==> src/rtl/spm_seq.sv <==
// spm_seq: serial-parallel carry-save multiplier with start/busy/done handshake
// Ports: clk, rst (sync, active-high); start, x, y in; busy, p_valid, p_serial,
// done, product (2*WIDTH, held between done pulses) out.
module spm_seq #(
  parameter int WIDTH  = 32,
  parameter bit SIGNED = 1'b0
) (
  input  logic               clk,
  input  logic               rst,
  input  logic               start,
  input  logic [WIDTH-1:0]   x,
  input  logic [WIDTH-1:0]   y,
  output logic               busy,
  output logic               p_valid,
  output logic               p_serial,
  output logic               done,
  output logic [2*WIDTH-1:0] product
);
  localparam int KW = $clog2(2*WIDTH);
  localparam logic [KW-1:0] K_LAST = KW'(2*WIDTH-1);
  localparam logic [KW-1:0] K_HI = KW'(WIDTH);
  typedef enum logic [1:0] {IDLE, RUN, DONE} state_t;
  state_t state;
  logic [WIDTH-1:0] xr, ysr, s, c, pp, sin, fs, fc;
  logic [KW-1:0] k;
  logic [2*WIDTH-1:0] acc;
  logic ysign, bw, hi, b, d, abit, bit_out, bw_nxt;
  // The array runs an unsigned multiply of x by the sign-extended y stream.
  // For signed x the msb weighs -2^(WIDTH-1), so x_msb*y<<WIDTH is subtracted
  // from the upper product bits by a serial borrow subtractor; y is rotated so
  // its bits come round again for that second half.
  always_comb begin
    hi = k >= K_HI;
    b = hi ? (SIGNED & ysign) : ysr[0];
    pp = xr & {WIDTH{b}};
    sin = {1'b0, s[WIDTH-1:1]};
    fs = pp ^ sin ^ c;
    fc = (pp & sin) | (pp & c) | (sin & c);
    d = SIGNED & hi & xr[WIDTH-1] & ysr[0];
    abit = fs[0];
    bit_out = abit ^ d ^ bw;
    bw_nxt = (~abit & (d | bw)) | (d & bw);
  end
  assign p_serial = p_valid & bit_out;
  always_ff @(posedge clk)
    if (rst) begin
      state <= IDLE;
      busy <= 1'b0;
      p_valid <= 1'b0;
      done <= 1'b0;
      product <= '0;
      xr <= '0;
      ysr <= '0;
      ysign <= 1'b0;
      s <= '0;
      c <= '0;
      bw <= 1'b0;
      k <= '0;
      acc <= '0;
    end else begin
      done <= 1'b0;
      case (state)
        RUN: begin
          s <= fs;
          c <= fc;
          bw <= bw_nxt;
          k <= k + 1'b1;
          ysr <= {ysr[0], ysr[WIDTH-1:1]};
          acc <= {bit_out, acc[2*WIDTH-1:1]};
          if (k == K_LAST) begin
            product <= {bit_out, acc[2*WIDTH-1:1]};
            state <= DONE;
            busy <= 1'b0;
            p_valid <= 1'b0;
            done <= 1'b1;
          end
        end
        default:
          if (start) begin
            xr <= x;
            ysr <= y;
            ysign <= y[WIDTH-1];
            s <= '0;
            c <= '0;
            bw <= 1'b0;
            k <= '0;
            state <= RUN;
            busy <= 1'b1;
            p_valid <= 1'b1;
          end else
            state <= IDLE;
      endcase
    end
endmodule

==> config.mk <==
export PLATFORM = sky130hd
export DESIGN_NAME = spm_seq
export DESIGN_NICKNAME = d
export VERILOG_FILES = /design/src/rtl/spm_seq.sv
export SDC_FILE = /design/constraint.sdc
export NUM_CORES = 1
export LEC_CHECK = 0
export ABC_CLOCK_PERIOD_IN_PS = 2200
export CELL_PAD_IN_SITES_DETAIL_PLACEMENT = 0
export CELL_PAD_IN_SITES_GLOBAL_PLACEMENT = 2
export CORE_UTILIZATION = 34
export DETAILED_ROUTE_END_ITERATION = 10
export PLACE_DENSITY_LB_ADDON = 0.1
export RECOVER_POWER = 50
export SETUP_SLACK_MARGIN = 0.15
export SYNTH_ARGS = -nofsm -noshare
export SYNTH_HDL_FRONTEND = slang
export SYNTH_SLANG_ARGS = --single-unit
==> constraint.sdc <==
create_clock -name clk -period 2.2 [get_ports clk]
set_input_delay 0.44 -clock clk [delete_from_list [all_inputs] [get_ports clk]]
set_output_delay 0.44 -clock clk [all_outputs]
set_load 0.02 [all_outputs]
==> reports/qor.yml <==
clk_pin_slew_worst_paths_ns: 0.06
insertion_delay_ns: 0.56
setup_viol_count_final: 2
drt-initial-drc-count: 353
synth.net_count: 1407
cts_setup_buffers: 0
hp-class: "input port to register"
num_io_pins: 135
maxSlewHeadroom: 0.450
syn_inst: 1305
start_util: 0.348
grt_start_max_net_pins: 80
min_period_ns: 2.49
tightest_slew_ns: 0.825
clock-sinks: 265
async_reset_ff_frac: 0
ir_worst_vdd_mv: 0.557
p_leak_nw: 4.52
grt_overflow: 0
cts_hold_buf: 0
antenna_found_initial: 0
ys_ff_latch: 265
clockBufferDepth: 3
clockRootBuffer: "clkbuf_16"
critPathLaunchType: "register"
die_area_um2: 34400
synth-edff-count: 0
mostFrequentLayoutCells: "264 x dfxtp_1, 188 x nand2b_1, 164 x nand2_1"
holdWs_ns: 0.223
layout_commonest_cell: "dfxtp_1"
hold_violations: 0
core_um2: 32900
syn_avg_cell_area_um2: 8.78
nets: 1496
grt_pass1_wl_um: 43300
violations: "setup timing"
numCtsBuffers: 31
rsz0062_at_grt: "yes"
fin_setup_tns_ns: -0.287
portBuffers: 134
yosysTopAreaCell: "dfxtp_1"
final_layout_size_suffix_gt1_frac: 0.0649
grt_pass1_vias: 8585
clock.fmax_mhz: 402
end_kind: "primary output"
finalCritPeriodShare: 1.13
status: "finished with violations"
cts.htree.levels: 1
drc_errors: 0
fillCellCount: 3314
dieWidth_um: 186
synthToLayoutAreaGrowth_pct: 24.8
multi_input_area_um2: 5440
ant_nets: 0
fin_util: 0.435
crit_arrival_ns: 2.05
seq_area_frac_synth: 0.463
vias: 8701
criticalPathCategory: "register to primary output"
required_ns: 1.76
register_area_um2: 5310
synth_area_leaders: "dfxtp_1 46%, nand2b_1 10%, mux2i_1 8.3%"
cts_resized: 12
synth_top_area_frac: 0.463
synthFlopType: "dfxtp_1"
num_antenna_cells: 0
core.rowCount: 66
wl_per_cell_um: 13.7
synth_cell_type_count: 29
gp_congestion: 0.669
dpl.hpwl_um: 14800
finalMaxSlewViolations: 0
max_cap_viol_count: 0
fp.dieH_um: 186
wirelength_um: 25500
yosysWarnings: 0
syn-cell-area_um2: 11500
grt_usage: 0.152
powerDensity_nw_per_um2: 769
vias_per_cell: 4.68
cts_tree: "done"
worstPathMaxFanout: 2
skew_ns: 0.0122
finalWorstSetupSlack_ns: -0.286
firstDrtPassIters: 6
## registers in the layout, summed over array words and instances, names as in the netlist
| register | flops |
|---|---|
| c | 32 |
| s | 31 |
| state | 2 |
| bw | 1 |
| p_valid | 1 |
| done | 1 |
| xr | 32 |
| acc | 63 |
| k | 6 |
| product | 64 |
| ysr | 32 |
## critical path, cell delays in order, from the launching register on
cell and delay, ns:
dfxtp_1 0.34, nor2b_4 0.12, nand2_2 0.06, fa_1 0.52
ha_4 0.23, nor2b_4 0.11, buf_6 0.11
## report_power, final
part           leakage, nW  switching, W  internal (W)
Sequential            2.15     0.0000501       0.00490
Clock                0.531       0.00207       0.00325
Combinational         1.84      0.000427      0.000301
Total                 4.52       0.00254       0.00844
## cell usage after synthesis, types with 2 or more instances
master    instances
a211oi_1         33
a21oi_1         162
a311oi_1          3
a41oi_1           2
buf_1            21
buf_2            18
buf_4             5
buf_6             3
clkbuf_1         61
dfxtp_1         265
fa_1             31
ha_1              4
inv_1            64
inv_2             3
mux2i_1          95
nand2_1         165
nand2b_1        188
nand3_1         102
nor2_1           34
nor2b_1           6
o21ai_0          32
## per-stage QoR
stage / setup slack [ns] / cell area (um^2) / std cells / power [W]
detailed placement: -0.292 / 13300 / 1803 / 0.00581
CTS: -0.332 / 14400 / 1859 / 0.0112
finish: -0.286 / 14300 / 1859 / 0.0110
global placement: -0.285 / 13300 / 1803 / 0.00581
global route: -0.386 / 14300 / 1859 / 0.0115
floorplan: 0.181 / 11500 / 1305 / 0.00550
## kinds of logic after synthesis
group / share of synthesized area
flops: 0.463
compound gates: 0.111
buf+inv: 0.0629
simple gates: 0.220
fa+ha+maj: 0.0586
mux: 0.0840
## path summary, 6_finish.rpt
check,cells past startpoint,slack [ns],start,to
setup / recovery,6,-0.29,k[5]$_SDFFE_PP0P_,p_serial
hold / removal,2,0.22,rst,done$_SDFF_PP0_
setup reg to reg,6,0,k[1]$_SDFFE_PP0P_,product[45]$_SDFFE_PP0P_
hold reg to reg,2,0.46,acc[1]$_SDFFE_PP0P_,acc[1]$_SDFFE_PP0P_
## final cells by class
class / instances / share of cell area
Inverter: 67 / 0.0176
Clock inverter: 15 / 0.0133
Multi-Input combinational cell: 865 / 0.381
Timing Repair Buffer: 164 / 0.117
Tap cell: 442 / 0.0387
Clock buffer: 41 / 0.0611
Sequential cell: 265 / 0.371
## per-layer routing
layer / share of wire / GRT usage / routed length, um / vias up
li1: - / - / - / 4466
met1: 0.49 / 0.208 / 12400 / 4088
met2: 0.45 / 0.245 / 11400 / 124
met3: 0.049 / 0.0342 / 1240 / 23
met4: 0.015 / 0.0315 / 386 / 0
met5: 0 / 0 / 0 / -
(Power assumes the default switching activity.)
